### config.mk
export PLATFORM = sky130hd
export DESIGN_NAME = dmem_arbiter
export DESIGN_NICKNAME = d
export VERILOG_FILES = /design/src/rtl/dmem_arbiter.sv
export SDC_FILE = /design/constraint.sdc
export NUM_CORES = 1
export LEC_CHECK = 0
export CORE_AREA = 2 2 118 120
export DETAILED_ROUTE_END_ITERATION = 8
export DIE_AREA = 0 0 120 122
export PLACE_DENSITY = 0.65
export RECOVER_POWER = 100
export SLEW_MARGIN = 20
export SYNTH_ARGS = -nofsm -noshare
export SYNTH_HDL_FRONTEND = slang
export SYNTH_SLANG_ARGS = --single-unit
### constraint.sdc
create_clock -name clk -period 2.7 [get_ports clk]
set_input_delay 0.54 -clock clk [delete_from_list [all_inputs] [get_ports clk]]
set_output_delay 0.54 -clock clk [all_outputs]
set_load 0.02 [all_outputs]
### src/rtl/dmem_arbiter.sv
// Round-robin arbiter sharing one single-port data memory between two requesters,
// with an atomic lock (bounded by a timeout), bad-address rejection and registered responses.
module dmem_arbiter #(
  parameter int DEPTH_WORDS = 64,
  parameter int MAX_LOCK    = 8
) (
  input  logic        clk,
  input  logic        reset_n,
  input  logic        m0_req,
  input  logic        m0_we,
  input  logic [31:0] m0_addr,
  input  logic [31:0] m0_wdata,
  input  logic        m0_lock,
  output logic        m0_gnt,
  output logic        m0_rvalid,
  output logic [31:0] m0_rdata,
  output logic        m0_err,
  input  logic        m1_req,
  input  logic        m1_we,
  input  logic [31:0] m1_addr,
  input  logic [31:0] m1_wdata,
  input  logic        m1_lock,
  output logic        m1_gnt,
  output logic        m1_rvalid,
  output logic [31:0] m1_rdata,
  output logic        m1_err,
  output logic        mem_we,
  output logic [31:0] mem_a,
  output logic [31:0] mem_wd,
  input  logic [31:0] mem_rd
);

  localparam logic [1:0] ST_IDLE = 2'd0;
  localparam logic [1:0] ST_OWN0 = 2'd1;
  localparam logic [1:0] ST_OWN1 = 2'd2;

  localparam int             CW      = $clog2(MAX_LOCK + 1);
  localparam logic [CW-1:0]  CNT_ONE = CW'(1);
  localparam logic [CW-1:0]  CNT_MAX = CW'(MAX_LOCK);
  localparam logic [29:0]    DEPTH_W = 30'(DEPTH_WORDS);

  logic [1:0]    r_state;
  logic [CW-1:0] r_cnt;
  logic          r_prio;      // requester that wins the next tie

  logic          w_gnt0;
  logic          w_gnt1;
  logic          w_any;
  logic          w_sel;
  logic          w_we;
  logic          w_lock;
  logic          w_bad;
  logic [31:0]   w_addr;
  logic [31:0]   w_wdata;
  logic          w_own_sel;
  logic          w_own_req;
  logic          w_own_lock;

  // NOTE: every signal gets a default at the top of always_comb so no path leaves it unassigned (no latch).
  always_comb begin
    w_gnt0 = 1'b0;
    w_gnt1 = 1'b0;
    case (r_state)
      ST_OWN0: w_gnt0 = m0_req;
      ST_OWN1: w_gnt1 = m1_req;
      default: begin
        if (m0_req && m1_req) begin
          w_gnt0 = ~r_prio;
          w_gnt1 = r_prio;
        end else begin
          w_gnt0 = m0_req;
          w_gnt1 = m1_req;
        end
      end
    endcase
    // Grants are suppressed while reset is held so the memory sees no access.
    if (!reset_n) begin
      w_gnt0 = 1'b0;
      w_gnt1 = 1'b0;
    end
  end

  assign w_any   = w_gnt0 | w_gnt1;
  assign w_sel   = w_gnt1;
  assign w_addr  = w_sel ? m1_addr  : m0_addr;
  assign w_wdata = w_sel ? m1_wdata : m0_wdata;
  assign w_we    = w_sel ? m1_we    : m0_we;
  assign w_lock  = w_sel ? m1_lock  : m0_lock;
  assign w_bad   = (|w_addr[1:0]) | (w_addr[31:2] >= DEPTH_W);

  assign w_own_sel  = r_state[1];
  assign w_own_req  = w_own_sel ? m1_req  : m0_req;
  assign w_own_lock = w_own_sel ? m1_lock : m0_lock;

  assign m0_gnt = w_gnt0;
  assign m1_gnt = w_gnt1;
  assign mem_we = w_any & w_we & ~w_bad;
  assign mem_a  = w_any ? w_addr  : 32'h0;
  assign mem_wd = w_any ? w_wdata : 32'h0;

  // NOTE: sequential state uses non-blocking assignments so every register samples pre-edge values.
  always_ff @(posedge clk or negedge reset_n) begin
    if (!reset_n) begin
      r_state <= ST_IDLE;
      r_cnt   <= '0;
      r_prio  <= 1'b0;
    end else begin
      if (w_any) r_prio <= ~w_sel;
      case (r_state)
        ST_IDLE: begin
          // An errored access cannot acquire the lock.
          if (w_any && w_lock && !w_bad) begin
            r_state <= w_sel ? ST_OWN1 : ST_OWN0;
            r_cnt   <= CNT_ONE;
          end
        end
        default: begin
          if (r_cnt == CNT_MAX) begin
            r_state <= ST_IDLE;
            r_cnt   <= '0;
            r_prio  <= ~w_own_sel;
          end else if ((w_any && !w_lock && !w_bad) || (!w_own_req && !w_own_lock)) begin
            r_state <= ST_IDLE;
            r_cnt   <= '0;
          end else begin
            r_cnt <= r_cnt + 1'b1;
          end
        end
      endcase
    end
  end

  always_ff @(posedge clk or negedge reset_n) begin
    if (!reset_n) begin
      m0_rvalid <= 1'b0;
      m0_err    <= 1'b0;
      m0_rdata  <= 32'h0;
      m1_rvalid <= 1'b0;
      m1_err    <= 1'b0;
      m1_rdata  <= 32'h0;
    end else begin
      m0_rvalid <= w_gnt0;
      m0_err    <= w_gnt0 & w_bad;
      m0_rdata  <= (w_gnt0 && !w_we && !w_bad) ? mem_rd : 32'h0;
      m1_rvalid <= w_gnt1;
      m1_err    <= w_gnt1 & w_bad;
      m1_rdata  <= (w_gnt1 && !w_we && !w_bad) ? mem_rd : 32'h0;
    end
  end

endmodule

# Yosys cells after proc, flatten, opt, wreduce, memory -nomap -nowiden
# Index checks and enable logic that the tools add are counted.
# word_totals
reg_bits	75
latch_bits	0
ram_bits	0
mem_bits_ro	0
inputBits	168
output_inout_bits	135
wordCells	73
n_memories	0
# op_classes
add_sub_neg	1
mul	0
div_mod_pow	0
n_lt_le_gt_ge	1
n_eq_ne	4
shifts	0
n_mux	28
n_bitwise	10
n_reduce_logical	20
# op_table
op	count
$mux 32	6
$ge 30x7->1 const B	1
$mux 4	4
$mux 1	11
$logic_and 1x1->1	10
$mux 2	5
$logic_not 1->1	5
$add 4x1->4 const B	1
$and 1x1->1	4
$eq 4x4->1 const B	1
$not 1->1	4
$pmux 1 s2	2
$reduce_bool 3->1	1
$eq 2x1->1 const B	1
$eq 2x2->1 const B	1
$logic_not 2->1	1
$ne 2x2->1 const B	1
$or 1x1->1	2
$reduce_and 2->1	1
$reduce_or 2->1	1
$logic_or 1x1->1	1

# Depth between registers and ports, before layout
# Gate-level depths: netlist (run 1).
# depth
ltp_word	13
depth_mapped	10
ltp_nobuf	9

# Worst setup path after synthesis (run 1)
# Ideal clock, no wire load.
# synth_path
kind	flip-flop to output port
from	register r_state[1]
to	output mem_a[12]
t_arrival_ns	2.053
required_ns	2.160
path_slack_ns	0.107
stages_incl_launch_ff	10
n_path_buf	2
path_cell_list	dfrtp_1 -> inv_1 -> ha_1 -> or3b_1 -> nand4_4 -> inv_4 -> nor2_4 -> buf_4 -> buf_4 -> a22o_1
# synth_between
elab_chain_len	5
word_cells_on_any_way	9
cone_classes	eq/ne: 2; mux: 6; bitwise: 1
# synth_lines
element	line_no	text
start, declared	42	logic [1:0] r_state;
start signal, assigned	113	r_state <= w_sel ? ST_OWN1 : ST_OWN0;
$eq 2x2->1 or $eq 2x1->1 (tied branches)	63	case (r_state)
$pmux 1 s2	63	
$mux 1	77	if (!reset_n) begin
$mux 32 or $or 1x1->1 (tied branches)	85, 83	
$mux 32 (*)	98	assign mem_a = w_any ? w_addr : 32'h0;
end, declared	28	output logic [31:0] mem_a,
# Mark *: on every way between the ends. The rest lies on a longest branch, timed or not.

# Worst setup path after layout (run 1)
# Same ends and word-level chain as after synthesis.

==> impl_metrics.env, run 1 <==
export IMPL_fin_crit_sh_pct=108
export IMPL_synthTopCellsByArea="dfrtp_1 (53%), a22o_1 (16%), and2_1 (11%), nor4_1 (2.1%), ha_1 (1.8%)"
export IMPL_clock_fmax_ghz=0.342
export IMPL_final_cells=862
export IMPL_clk_insertion_delay_late_ns=0.33
export IMPL_dp_cells=828
export IMPL_cts_hold_buf=0
export IMPL_setup_viol=66
export IMPL_antennaDiodeCount=0
export IMPL_finalHoldViolCount=0
export IMPL_dieWidth_um=120
export IMPL_ys_seq_area_share_pct=53.2
export IMPL_end_kind="primary output"
export IMPL_synth_cells=306
export IMPL_period_minus_slack_ns=2.92
export IMPL_post_place_ws_ns=-0.748
export IMPL_fin_ws_ns=-0.222
export IMPL_cts_sinks=75
export IMPL_via_per_inst=4.66
export IMPL_tightest_slew_ns=1.73
export IMPL_outcome="finished, violations left"
export IMPL_die_h_um=122
export IMPL_critPathLaunchType="flip-flop"
export IMPL_syn_area_per_cell_um2=11.5
export IMPL_rows=43
export IMPL_final_common_cell="clkdlybuf4s50_1"
export IMPL_crit_fanout=5
export IMPL_holdCritPathClass="in -> async"
export IMPL_drive_above_1_share_pct=25.5
export IMPL_drt_total_wl_um=16000
export IMPL_areaGrowthSynthToFinish_pct=121
export IMPL_synth_flop_cell="dfrtp_1"
export IMPL_core_mm2=0.0135
export IMPL_die_area_mm2=0.0146
export IMPL_maxCapViolCount=1
export IMPL_vias=4018
export IMPL_grt_max_degree=72
export IMPL_nets=850
export IMPL_layout_common_cells="clkdlybuf4s50_1 (165), dfrtp_1 (75), buf_4 (72), dlygate4sd3_1 (68), a22o_1 (61)"
export IMPL_rr_startpoint="r_state[1]"
export IMPL_timing_rr_end="r_cnt[0]"
export IMPL_cp_required_ns=2.16
export IMPL_grtUsageTotal_pct=21.1
export IMPL_clock_root_buffer="clkbuf_16"
export IMPL_power_density_mw_per_mm2=549
export IMPL_p_leak_uw=0.00374
export IMPL_grt_pass1_wl_um=23100
export IMPL_critPathTopFamily="buffers and inverters"
export IMPL_ios=303
export IMPL_first_global_vias=4117
export IMPL_drt_iter0_drc=195
export IMPL_r2r_slack_ns=0.14
export IMPL_slew_headroom_pct=-15.0
export IMPL_path_buf_inv=6
export IMPL_fin_skew_ns=0.00701
export IMPL_critical_path_arrival_ns=2.38
export IMPL_portBuffers=302
export IMPL_synth_top_area_share_pct=53.2
export IMPL_slowest_stage="dfrtp_1"
export IMPL_cts_clk_slew_worst_paths_ns=0.06
export IMPL_cts_buffer_depth=2
export IMPL_grt_overflow=0
export IMPL_violations="capacitance limit, slew limit, setup timing"
export IMPL_netlist_area_mm2=0.00353
export IMPL_start_util_pct=26.1
export IMPL_cts_made_buffers=9
export IMPL_synth_nets=479
export IMPL_ys_async_sr_fraction_pct=100
export IMPL_worstSetupPathType="reg -> out"
export IMPL_h_tree_depth=3
export IMPL_ys_types=41
export IMPL_place_congestion=0.845
export IMPL_wl_per_cell_um=18.6
export IMPL_cp_slowest_stage_delay_ns=0.39
export IMPL_path_cells="inv_2 > ha_4 > or3b_4 > nand4_4 > inv_4 > nor2_4 > buf_8 > buf_16 > buf_12 > a22o_1 > buf_6"
export IMPL_yosysWarnings=0
export IMPL_post_dp_hpwl_um=12600
export IMPL_detail_route_antenna_nets=0
export IMPL_r2r_cells=12
export IMPL_synth_seq_cells=75
export IMPL_vdd_drop_max_mv=0.336
export IMPL_yosysTopAreaCell="dfrtp_1"
export IMPL_tritoncts="yes"
export IMPL_dr_pass1_iters=4
export IMPL_drv_slew=33
export IMPL_route_detailed_drc=0
export IMPL_grt_setup_unrepaired="true"
export IMPL_synth_edff_count=0
export IMPL_grt_antenna_before_repair=0
-- how the worst max path moves through the flow --
stage / startpoint / end / slack (ns) / cells past startpoint
after floorplan: r_state[1] / mem_a[12] / 0.11 / 9
after CTS: r_state[0] / mem_a[25] / -0.30 / 11
final: r_state[1] / mem_a[12] / -0.22 / 11
after global routing: r_state[0] / mem_a[12] / -0.33 / 12
after detailed placement: m1_addr[15] / mem_we / -0.75 / 7
after global placement: m1_addr[15] / mem_we / -0.77 / 7
-- where the power goes --
group,leakage (uW),internal (uW),switching (uW)
combinational,0.00256,1030,871
clock,0.000136,720,444
sequential,0.00104,1170,39.5
-- final cells by class --
type / count / area, um2
Clock buffer: 11 / 233
Fill cell: 1176 / 5710
Tap cell: 180 / 225
Sequential cell: 75 / 1880
Clock inverter: 5 / 62.6
Multi-Input combinational cell: 203 / 1560
Timing Repair Buffer: 381 / 3810
Inverter: 7 / 28.8
-- logic make-up (layout without fill, tap and decap cells) --
group	Yosys count	in the layout	share of synthesized area (%)
AND/OR/NAND/NOR	111	111	19.0
AO/OA/AOI/OAI	84	84	20.7
flip-flops	75	75	53.2
buffers and inverters	28	404	4.57
adder cells (fa/ha/maj)	5	5	1.77
XOR/XNOR	2	2	0.496
multiplexers	1	1	0.283
-- state kept, by name, indices dropped and copies added, names as in the netlist --
signal     flops
m0_err         1
m0_rdata      32
m0_rvalid      1
m1_err         1
m1_rdata      32
m1_rvalid      1
r_cnt          4
r_prio         1
r_state        2
-- per-layer routing --
metal | GRT usage [%] | wire (um) | part of all wire (%) | vias to the layer above
met2 | 37.9 | 8260 | 52 | 251
met3 | 5.99 | 1440 | 9.0 | 27
li1 | - | - | - | 1863
met1 | 23.6 | 5900 | 37 | 1877
met5 | 0 | 0 | 0 | -
met4 | 8.46 | 382 | 2.4 | 0
-- synthesized netlist by cell type (2+ instances only) --
library cell and n:
dfrtp_1 75, a22o_1 64, and2_1 64, nor4_1 12
nand2_1 9, nor2_1 8, buf_2 7, buf_4 6
inv_1 6, ha_1 5, nand3_1 4, buf_6 3
clkbuf_1 3, o211ai_1 3, o21ai_0 3, a32o_1 2
buf_1 2, nand2b_1 2, nand3b_1 2, nand4_1 2
nor3_1 2, o32ai_1 2, xnor2_1 2
-- repair_timing --
| item | CTS | global route |
|---|---|---|
| setup buffers | 9 | 6 |
| gates resized for setup | 292 | 66 |
| pin swaps | 15 | 14 |
| endpoints found under the hold margin | 0 | 0 |
| setup endpoints to repair | 67 | 66 |
| gates cloned | 4 | 2 |
-- stage by stage --
step	power (uW)	cell area, um2	setup TNS [ns]	hold slack (ns)	util, %
3_5_place_dp	2890	7160	-39.32	0.540	53.0
3_3_place_gp	2860	7160	-38.77	0.521	53.0
2_1_floorplan	1970	3530	0	0.244	-
4_1_cts	4240	7790	-14.85	0.300	57.7
6_report	4270	7790	-8.11	0.516	57.7
5_1_grt	4470	7790	-15.44	0.586	57.7
Power figures use the tool's default switching activity.
==> run 2, diff against run 1 <==
CTS_CLUSTER_SIZE = 12   (was unset)
SKIP_LAST_GASP = 1   (was unset)
==> impl_metrics.env, run 2 (synthesis results as in run 1) <==
export IMPL_outcome="finished, violations left"
export IMPL_violations="capacitance limit, slew limit, setup timing"
export IMPL_postPlaceCellArea_mm2=0.00716
export IMPL_portBuffers=302
export IMPL_combPwrFrac_pct=44.6
export IMPL_cts_clk_slew_worst_paths_ns=0.06
export IMPL_setup_viol=67
export IMPL_maxCapViolCount=1
export IMPL_h_tree_depth=3
export IMPL_rows=43
export IMPL_critPathLaunchType="primary input"
export IMPL_nets=853
export IMPL_drt_iter0_drc=193
export IMPL_post_dp_hpwl_um=12600
export IMPL_power_switching_uw=1360
export IMPL_die_h_um=122
export IMPL_finalHoldViolCount=0
export IMPL_antennaDiodeCount=0
export IMPL_cts_sinks=75
export IMPL_die_area_mm2=0.0146
export IMPL_vdd_drop_max_mv=0.336
export IMPL_power_density_mw_per_mm2=549
export IMPL_areaGrowthSynthToFinish_pct=121
export IMPL_fin_skew_ns=0.00885
export IMPL_ios=303
export IMPL_p_leak_uw=0.00375
export IMPL_n_fill_cell=1176
export IMPL_drive_above_1_share_pct=25.7
export IMPL_vias=4008
export IMPL_cts_buffer_depth=2
export IMPL_final_common_cell="clkdlybuf4s50_1"
export IMPL_grt_setup_unrepaired="true"
export IMPL_layout_common_cells="clkdlybuf4s50_1 (165), dfrtp_1 (75), buf_4 (73), dlygate4sd3_1 (68), a22o_1 (61)"
export IMPL_detail_route_antenna_nets=0
export IMPL_cp_required_ns=2.16
export IMPL_tritoncts="yes"
export IMPL_clkPwrFrac_pct=27.2
export IMPL_final_area_mm2=0.00782
export IMPL_cts_hold_buf=0
export IMPL_p_int_uw=2930
export IMPL_tightest_slew_ns=1.73
export IMPL_slew_headroom_pct=-15.6
export IMPL_fin_util_pct=57.9
export IMPL_switching_share_pct=31.7
export IMPL_drt_total_wl_um=16100
export IMPL_start_util_pct=26.1
export IMPL_grt_max_degree=72
export IMPL_holdCritPathClass="in -> async"
export IMPL_fin_crit_sh_pct=109
export IMPL_route_detailed_drc=0
export IMPL_critical_path_arrival_ns=2.41
export IMPL_grt_antenna_before_repair=0
export IMPL_seq_power_share_pct=28.2
export IMPL_grtUsageTotal_pct=21.1
export IMPL_cts_made_buffers=9
export IMPL_reg_largest_list="m0_rdata x32, m1_rdata x32, r_cnt x4"
export IMPL_clk_insertion_delay_late_ns=0.33
export IMPL_first_global_vias=4117
export IMPL_clock_root_buffer="clkbuf_16"
export IMPL_place_congestion=0.845
export IMPL_dieWidth_um=120
export IMPL_hold_ws_ns=0.517
export IMPL_total_power_uw=4290
export IMPL_via_per_inst=4.63
export IMPL_fin_ws_ns=-0.247
export IMPL_core_mm2=0.0135
export IMPL_wl_per_cell_um=18.6
export IMPL_end_kind="primary output"
export IMPL_drv_slew=33
export IMPL_period_minus_slack_ns=2.95
export IMPL_dr_pass1_iters=4
export IMPL_clock_fmax_ghz=0.339
export IMPL_grt_overflow=0
export IMPL_crit_fanout=2
export IMPL_grt_pass1_wl_um=23000
export IMPL_worstSetupPathType="in -> out"
export IMPL_r2r_cells=12
-- run 2: repair_timing --
action / 4_1_cts / 5_1_grt
cloned: 4 / 2
resized for setup: 290 / 63
pin swaps: 15 / 18
endpoints found under the setup margin: 67 / 66
setup buffers: 9 / 9
-- run 2: stage by stage --
stage / setup TNS (ns) / setup slack [ns] / cells
2_1_floorplan: 0 / 0.107 / 306
3_3_place_gp: -38.77 / -0.771 / 828
3_5_place_dp: -39.32 / -0.748 / 828
4_1_cts: -14.87 / -0.305 / 857
5_1_grt: -15.86 / -0.336 / 865
6_report: -9.39 / -0.247 / 865
-- run 2: area by class of cell --
cell class	instances	area (um2)	area share [%]
clock inverter	5	62.6	0.801
multi-input combinational	203	1560	19.9
timing repair buffer	384	3830	49.0
tap	180	225	2.88
inverter	7	28.8	0.368
sequential	75	1880	24.0
clock buffer	11	233	2.98
-- run 2: metal layers --
layer	track usage, %	routed length, um	vias to the layer above
li1	-	-	1868
met1	23.4	5990	1887
met2	37.6	8310	224
met3	6.13	1380	29
met4	8.75	382	0
met5	0	0	-
-- run 2: power groups by stage --
stage / registers (uW) / clock network, uW / logic, uW
after floorplan: 1240 / 0 / 736
after global placement: 1220 / 0 / 1640
after detailed placement: 1230 / 0 / 1660
after CTS: 1210 / 1190 / 1840
after global routing: 1210 / 1250 / 2010
final: 1210 / 1170 / 1910
-- run 2: critical path: stages --
cell and delay (ns):
clkdlybuf4s50_1 0.44, nor4_1 0.49, nand3_1 0.28, nor3_1 0.29
a32o_1 0.18, buf_2 0.18
-- run 2: path summary, 6_finish.rpt --
path	from	endpoint	slack, ns
hold / removal	reset_n	m0_rdata[7]	0.52
setup / recovery	m1_addr[18]	mem_we	-0.25
min in group clk	r_cnt[0]	r_cnt[0]	0.56
max in group asynchronous	reset_n	m0_rdata[21]	0.88
hold reg to reg	r_cnt[0]	r_cnt[0]	0.56
setup reg to reg	r_state[1]	r_cnt[0]	0.17
==> run 3, diff against run 2 <==
CAP_MARGIN = 10   (was unset)
CTS_CLUSTER_SIZE = 30   (was 12)
==> results of run 3 <==
Final layout, timing and power as in run 2 (identical DEF).
